===== config.mk =====
export PLATFORM = sky130hd
export DESIGN_NAME = dma_channel_engine
export DESIGN_NICKNAME = d
export VERILOG_FILES = /design/src/rtl/dma_channel_engine.sv
export SDC_FILE = /design/constraint.sdc
export NUM_CORES = 1
export LEC_CHECK = 0
export CORE_ASPECT_RATIO = 1.4
export CORE_MARGIN = 3
export CORE_UTILIZATION = 48
export CTS_CLUSTER_DIAMETER = 200
export CTS_CLUSTER_SIZE = 8
export DETAILED_ROUTE_END_ITERATION = 8
export DONT_BUFFER_PORTS = 1
export RECOVER_POWER = 100
export SETUP_SLACK_MARGIN = 0.05
export SYNTH_ARGS = -nofsm -noshare
export SYNTH_HDL_FRONTEND = slang
export SYNTH_SLANG_ARGS = --single-unit

===== constraint.sdc =====
create_clock -name clk -period 7.15 [get_ports clk]
set_input_delay 1.0725 -clock clk [delete_from_list [all_inputs] [get_ports clk]]
set_output_delay 1.0725 -clock clk [all_outputs]
set_load 0.03 [all_outputs]

===== src/rtl/dma_channel_engine.sv =====
// Per-channel DMA transfer engine: latches the channel mode at service start, runs the
// hrq/hlda handshake, sequences the bus strobes, and steps the address/count registers.
//
// state | meaning
// IDLE  | no service; waits for an unmasked dreq
// REQ   | hrq asserted, waiting for hlda (cascade: pass-through handshake)
// S1    | dack asserted, address valid
// S2    | source strobe low
// S3    | source and destination strobes low
// S4    | strobes released; address/count step; end-event decision
module dma_channel_engine #(
   parameter int ADDR_W = 16,
   parameter int CNT_W  = 16
) (
   input  logic              clk,
   input  logic              rst_n,
   input  logic [5:0]        mode_in,
   input  logic [ADDR_W-1:0] base_addr,
   input  logic [CNT_W-1:0]  base_cnt,
   input  logic              load,
   input  logic              dreq,
   input  logic              hlda,
   input  logic              eop_n,
   output logic              hrq,
   output logic              dack,
   output logic [ADDR_W-1:0] addr_out,
   output logic [CNT_W-1:0]  cur_cnt,
   output logic              memr_n,
   output logic              memw_n,
   output logic              ior_n,
   output logic              iow_n,
   output logic              tc,
   output logic              busy
);

   typedef enum logic [2:0] {
      ST_IDLE, ST_REQ, ST_S1, ST_S2, ST_S3, ST_S4
   } state_t;

   localparam logic [1:0] SVC_DEMAND  = 2'b00;
   localparam logic [1:0] SVC_SINGLE  = 2'b01;
   localparam logic [1:0] SVC_BLOCK   = 2'b10;
   localparam logic [1:0] SVC_CASCADE = 2'b11;
   localparam logic [1:0] TYP_WRITE   = 2'b01;
   localparam logic [1:0] TYP_READ    = 2'b10;

   state_t             state_q, state_d;
   logic [5:0]         mode_q, mode_d;
   logic               mask_q, mask_d;
   logic               eop_pend_q, eop_pend_d;
   logic [ADDR_W-1:0]  base_addr_q, base_addr_d;
   logic [CNT_W-1:0]   base_cnt_q, base_cnt_d;
   logic [ADDR_W-1:0]  cur_addr_q, cur_addr_d;
   logic [CNT_W-1:0]   cur_cnt_q, cur_cnt_d;
   logic               hrq_q, hrq_d;
   logic               dack_q, dack_d;
   logic               memr_n_q, memr_n_d;
   logic               memw_n_q, memw_n_d;
   logic               ior_n_q, ior_n_d;
   logic               iow_n_q, iow_n_d;
   logic               tc_q, tc_d;
   logic               busy_q, busy_d;
   logic               tc_hit;
   logic               end_evt;

   assign tc_hit  = (cur_cnt_q == '0);
   assign end_evt = tc_hit | eop_pend_q | ~eop_n;

   always_comb begin
      state_d     = state_q;
      mode_d      = mode_q;
      mask_d      = mask_q;
      eop_pend_d  = eop_pend_q;
      base_addr_d = base_addr_q;
      base_cnt_d  = base_cnt_q;
      cur_addr_d  = cur_addr_q;
      cur_cnt_d   = cur_cnt_q;
      tc_d        = 1'b0;

      case (state_q)
         ST_IDLE: begin
            eop_pend_d = 1'b0;
            if (dreq && !mask_q) begin
               mode_d  = mode_in;
               state_d = ST_REQ;
            end
         end
         ST_REQ: begin
            if (mode_q[5:4] == SVC_CASCADE) begin
               if (!dreq) state_d = ST_IDLE;
            end else if (hlda) begin
               state_d = ST_S1;
            end else if (!dreq && mode_q[5:4] != SVC_BLOCK) begin
               state_d = ST_IDLE;
            end
         end
         ST_S1: state_d = hlda ? ST_S2 : ST_REQ;
         ST_S2: begin
            state_d = ST_S3;
            if (!eop_n) eop_pend_d = 1'b1;
         end
         ST_S3: begin
            state_d = ST_S4;
            if (!eop_n) eop_pend_d = 1'b1;
         end
         ST_S4: begin
            eop_pend_d = 1'b0;
            cur_addr_d = mode_q[3] ? cur_addr_q - ADDR_W'(1) : cur_addr_q + ADDR_W'(1);
            cur_cnt_d  = cur_cnt_q - CNT_W'(1);
            if (end_evt) begin
               tc_d    = tc_hit;
               state_d = ST_IDLE;
               if (mode_q[2]) begin
                  cur_addr_d = base_addr_q;
                  cur_cnt_d  = base_cnt_q;
               end else begin
                  mask_d = 1'b1;
               end
            end else begin
               case (mode_q[5:4])
                  SVC_BLOCK:  state_d = ST_S1;
                  SVC_DEMAND: state_d = dreq ? ST_S1 : ST_IDLE;
                  default:    state_d = ST_IDLE;
               endcase
            end
         end
         default: state_d = ST_IDLE;
      endcase

      // A load on the same edge as an S4 step overrides the step.
      if (load) begin
         base_addr_d = base_addr;
         base_cnt_d  = base_cnt;
         cur_addr_d  = base_addr;
         cur_cnt_d   = base_cnt;
         mask_d      = 1'b0;
      end

      busy_d   = (state_d != ST_IDLE);
      hrq_d    = busy_d;
      dack_d   = (state_d == ST_S1) || (state_d == ST_S2) ||
                 (state_d == ST_S3) || (state_d == ST_S4) ||
                 (state_d == ST_REQ && mode_d[5:4] == SVC_CASCADE && hlda);
      memr_n_d = 1'b1;
      memw_n_d = 1'b1;
      ior_n_d  = 1'b1;
      iow_n_d  = 1'b1;
      if (state_d == ST_S2 || state_d == ST_S3) begin
         if (mode_d[1:0] == TYP_READ) begin
            memr_n_d = 1'b0;
            iow_n_d  = (state_d != ST_S3);
         end else if (mode_d[1:0] == TYP_WRITE) begin
            ior_n_d  = 1'b0;
            memw_n_d = (state_d != ST_S3);
         end
      end
   end

   always_ff @(posedge clk) begin
      if (!rst_n) begin
         state_q     <= ST_IDLE;
         mode_q      <= '0;
         mask_q      <= 1'b1;
         eop_pend_q  <= 1'b0;
         base_addr_q <= '0;
         base_cnt_q  <= '0;
         cur_addr_q  <= '0;
         cur_cnt_q   <= '0;
         hrq_q       <= 1'b0;
         dack_q      <= 1'b0;
         memr_n_q    <= 1'b1;
         memw_n_q    <= 1'b1;
         ior_n_q     <= 1'b1;
         iow_n_q     <= 1'b1;
         tc_q        <= 1'b0;
         busy_q      <= 1'b0;
      end else begin
         state_q     <= state_d;
         mode_q      <= mode_d;
         mask_q      <= mask_d;
         eop_pend_q  <= eop_pend_d;
         base_addr_q <= base_addr_d;
         base_cnt_q  <= base_cnt_d;
         cur_addr_q  <= cur_addr_d;
         cur_cnt_q   <= cur_cnt_d;
         hrq_q       <= hrq_d;
         dack_q      <= dack_d;
         memr_n_q    <= memr_n_d;
         memw_n_q    <= memw_n_d;
         ior_n_q     <= ior_n_d;
         iow_n_q     <= iow_n_d;
         tc_q        <= tc_d;
         busy_q      <= busy_d;
      end
   end

   assign hrq      = hrq_q;
   assign dack     = dack_q;
   assign addr_out = cur_addr_q;
   assign cur_cnt  = cur_cnt_q;
   assign memr_n   = memr_n_q;
   assign memw_n   = memw_n_q;
   assign ior_n    = ior_n_q;
   assign iow_n    = iow_n_q;
   assign tc       = tc_q;
   assign busy     = busy_q;

endmodule


After elaboration in Yosys (flattened, before gate mapping). Cells that the tools add are included.

Input bits: 44. Output and inout bits: 40. Register bits after elaboration: 82.

Equality and inequality tests: 19. Bitwise logic cells: 6. Reduce and logical (&&, ||, !) cells: 28. Mux-type cells: 29. $add $sub $neg: 3.

Operators by type and width (count): $mux 16 (9); $sub 16x1->16 const B (2); $pmux 3 s6 (1); $add 16x1->16 const B (1); $logic_not 16->1 (1); $mux 3 (5); $eq 3x2->1 const B (4); $eq 3x3->1 const B (4); $mux 6 (2); $reduce_and 3->1 (3); $eq 2x2->1 const B (4); $mux 1 (7); $eq 3x1->1 const B (2); $mux 2 (3); $ne 2x2->1 const B (3); $reduce_and 2->1 (3); $reduce_bool 2->1 (3); $logic_or 1x1->1 (5); $logic_and 1x1->1 (4); $not 1->1 (4); $pmux 2 s2 (1); $reduce_or 2->1 (2); $reduce_or 4->1 (1); $logic_not 3->1 (1); other kinds (8) (10).

Depth between registers and ports, before layout.
Word-level depth: 11. Mapped depth: 10. Depth with buffers taken out: 8.

Worst setup path before layout. No wires, ideal clock.

Kind: reg2reg. Start point: register mode_q[3]. End point: register cur_addr_q[13] (netlist: addr_out[13]). Path slack: 4.701 ns. Cell stages (with the launch flop): 8. Path buffers: 0. Arrival time: 2.323 ns. Cell sequence: dfxtp_1 > ha_1 > a21oi_1 > nand2_1 > or3_1 > a2111oi_0 > or4_1 > nand3_1.

Cells in the longest elaborated chain, start to end: 5.

Ends and longest elaborated chain: from (decl) (line 48) `logic [5:0] mode_q, mode_d;`; from (signal assigned) (line 179) `mode_q <= mode_d;`; $mux 16 * (line 108) `cur_addr_d = mode_q[3] ? cur_addr_q - ADDR_W'(1) : cur_addr_q + ADDR_W'(1);`; $mux 16 (line 113) `if (mode_q[2]) begin`; $mux 16 * (line 110) `if (end_evt) begin`; $mux 16 * (line 80) `case (state_q)`; $mux 16 * (line 131) `if (load) begin`; to (signal assigned) (line 184) `cur_addr_q <= cur_addr_d;`; to (decl) (line 53) `logic [ADDR_W-1:0] cur_addr_q, cur_addr_d;`.

Mark *: on every way between the ends. The rest lies on a longest branch, timed or not. The select of a mux whose other input is x is not followed. A chain may end at the register's enable or synchronous reset.

Worst setup path after layout.
Start point: register cur_cnt_q[2] (netlist: cur_cnt[2]). End point: register cur_cnt_q[3] (netlist: cur_cnt[3]).

Cells in the longest elaborated chain, start to end: 6.

Ends and longest elaborated chain: from (decl) (line 54) `logic [CNT_W-1:0] cur_cnt_q, cur_cnt_d;`; from (signal assigned) (line 185) `cur_cnt_q <= cur_cnt_d;`; parallel branches: the longest is 3 deep, another holds $sub 16x1->16; $mux 16 * (line 110); $mux 16 * (line 80); $mux 16 * (line 131).

Every way passes the cells marked *. The select of a mux whose other input is x is not followed.

==> impl_metrics.env <==
export IMPL_p_leak_nw=1.99
export IMPL_skew_ps=7.17
export IMPL_vias=4136
export IMPL_grt_total_usage_pct=24.1
export IMPL_insertion_delay_ps=340
export IMPL_area_growth_pct=5.47
export IMPL_drtIter0Drc=219
export IMPL_cp_cell_sequence="nor4_1 -> nand4b_4 -> o21ai_0 -> clkbuf_1 -> nand2_1 -> a31oi_1 -> a21oi_1"
export IMPL_start_util_pct=50.3
export IMPL_tritoncts="yes"
export IMPL_cts_hold_buf=0
export IMPL_antenna_found_initial=0
export IMPL_finalSetupViolations=0
export IMPL_synth_edf_count=0
export IMPL_wl_per_cell_um=18.8
export IMPL_critical_path_slowest_cell="nor4_1"
export IMPL_io_pins=84
export IMPL_clk_pin_slew_ps=60
export IMPL_synth_seq_area_share_pct=35.3
export IMPL_antenna_left=0
export IMPL_place_hpwl_um=8420
export IMPL_synth_area_top_cells="dfxtp_1 (35%), mux2i_1 (7.3%), nor2_1 (6.3%)"
export IMPL_required_ps=7370
export IMPL_yosysTopAreaCell="dfxtp_1"
export IMPL_ys_types=65
export IMPL_gp_congestion=0.886
export IMPL_worst_pin_slew_ps=2410
export IMPL_overflow=0
export IMPL_tns_ps=0
export IMPL_hold_start="base_cnt_q[6]$_SDFFE_PN0P_"
export IMPL_status="finished, violations left"
export IMPL_ys_flop_type="dfxtp_1"
export IMPL_critPathCaptureType="flop"
export IMPL_die_width_um=89.1
export IMPL_wirelength_um=12500
export IMPL_regArea_um2=1640
export IMPL_dieArea_um2=10900
export IMPL_relSlewSlack_pct=-60.9
export IMPL_syn_nets=637
export IMPL_startpoint="cur_cnt[2]$_SDFFE_PN0P_"
export IMPL_cts_max_level=3
export IMPL_start_kind="flop"
export IMPL_violations="capacitance limit, slew limit"
export IMPL_final_util_pct=53.1
export IMPL_grt_max_degree=65
export IMPL_layout_drive_gt1_share_pct=3.94
export IMPL_hold_viol=0
export IMPL_netlist_area_um2=4650
export IMPL_multi_input_area_um2=2780
export IMPL_syn_area_per_cell_um2=8.05
export IMPL_die_y_um=122
export IMPL_synth_seq_cells=82
export IMPL_ir_drop_v=0.000136
export IMPL_async_flop_share_pct=0
export IMPL_cts_root_buf="clkbuf_16"
export IMPL_cap_violations=1
export IMPL_timing_rr_start="cur_cnt[2]$_SDFFE_PN0P_"
export IMPL_cts_buffers=9
export IMPL_core_area_um2=9230
export IMPL_syn_inst=577
export IMPL_rsz0062_at_grt="false"
export IMPL_grt_pass1_vias=4188
export IMPL_min_delay_path_class="flop to flop"
export IMPL_viasPerCell=6.21
export IMPL_post_cts_buffers=0
export IMPL_port_buffers=0
export IMPL_cp_arrival_ps=4780
export IMPL_drc=0
export IMPL_num_antenna_cells=0
export IMPL_synth_top_area_share_pct=35.3
export IMPL_fill_cells=914
export IMPL_dr_pass1_iters=4
export IMPL_cp_max_fo=24
export IMPL_max_freq_mhz=219
export IMPL_cpPeakStageDelay_ps=1120
export IMPL_grt_pass1_wl_um=20500
export IMPL_slew_violations=49
export IMPL_std_cell_rows=41
export IMPL_power_density_nw_per_um2=225
export IMPL_fin_nets=614
export IMPL_clock_sinks=82
export IMPL_yosys_warnings=0
export IMPL_cts_buffer_depth=2
export IMPL_period_needed_ps=4560
export IMPL_crit_type="flop to flop"
export IMPL_period_share_pct=63.8
export IMPL_cts_resized=0
## metrics by stage
| stage | total power, mW | worst slack [ps] | hold WS (ps) | cells | cell area [um^2] |
|---|---|---|---|---|---|
| after CTS | 1.12 | 4180 | 463 | 666 | 4930 |
| after global routing | 1.15 | 2160 | 481 | 666 | 4900 |
| final | 1.10 | 2590 | 461 | 666 | 4900 |
| after global placement | 0.672 | 4140 | 453 | 650 | 4640 |
| after detailed placement | 0.675 | 4040 | 454 | 650 | 4640 |
| after floorplan | 0.653 | 4700 | 441 | 577 | 4650 |
## worst max-delay path: cells and delay by family (launching register included)
| family | cells | cell delay (ps) |
|---|---|---|
| AO/OA/AOI/OAI | 3 | 1280 |
| buffers and inverters | 1 | 910 |
| flip-flops | 1 | 480 |
| AND/OR/NAND/NOR | 3 | 1770 |
## Yosys cell counts (10+ instances only)
cell / number
mux2i_1: 34
dfxtp_1: 82
inv_1: 10
a21oi_1: 49
a21o_1: 11
clkbuf_1: 27
o21ai_1: 13
nor3_1: 16
ha_1: 15
nand2_1: 45
nor2_1: 78
nand3_1: 27
o21ai_0: 37
## per-layer routing
layer  wire, um  global-route usage [%]  vias to the layer above
met5          0                       0                        -
met3        948                    5.71                       19
met1       5160                    29.1                     1943
li1           -                       -                     2055
met2       6150                    40.1                      119
met4        270                    10.4                        0
## final cells by class
class | instances | area share (%)
sequential | 82 | 33.5
clock buffer | 14 | 5.59
timing repair buffer | 4 | 0.460
clock inverter | 2 | 0.204
inverter | 11 | 0.843
multi-input combinational | 446 | 56.7
tap | 107 | 2.73
## state kept, by name (all words and copies together) (netlist names), 3 cells and up
| signal | cells |
|---|---|
| base_cnt_q | 16 |
| base_addr_q | 16 |
| cur_cnt | 16 |
| mode_q | 6 |
| addr_out | 16 |
| state_q | 3 |
## worst paths after layout
| kind | slack, ps | cells after the start | end |
|---|---|---|---|
| max | 2590 | 7 | cur_cnt[3]$_SDFFE_PN0P_ |
| min reg2reg | 460 | 2 | base_cnt_q[6]$_SDFFE_PN0P_ |
| max reg2reg | 2590 | 7 | cur_cnt[3]$_SDFFE_PN0P_ |
| min | 460 | 2 | base_cnt_q[6]$_SDFFE_PN0P_ |
## report_power, final
group          switching, mW  internal (mW)
sequential            0.0523          0.483
clock                  0.178          0.263
combinational         0.0723         0.0558
total                  0.302          0.802
## layout by cell type (no fill, tap or decap), drive strengths merged, types with 5 or more instances in the layout
cell type / n
o21ai: 50
nor4: 5
a21o: 11
clkbuf: 16
a21oi: 49
o211ai: 6
inv: 10
o221ai: 5
xnor2: 7
and3: 6
ha: 15
nand3: 27
nand2b: 7
o21a: 7
or3: 6
nor3: 16
nor2: 78
nand2: 45
a211oi: 5
mux2i: 34
a31oi: 6
dfxtp: 82
and2: 5
## cell families after synthesis
family,share of synthesized area [%]
adder cells (fa/ha/maj),4.47
AND/OR/NAND/NOR,22.1
buffers and inverters,4.58
multiplexers,8.30
AO/OA/AOI/OAI,23.2
flip-flops,35.3
XOR/XNOR,2.07
No activity file was read; power rests on OpenSTA's default activity.
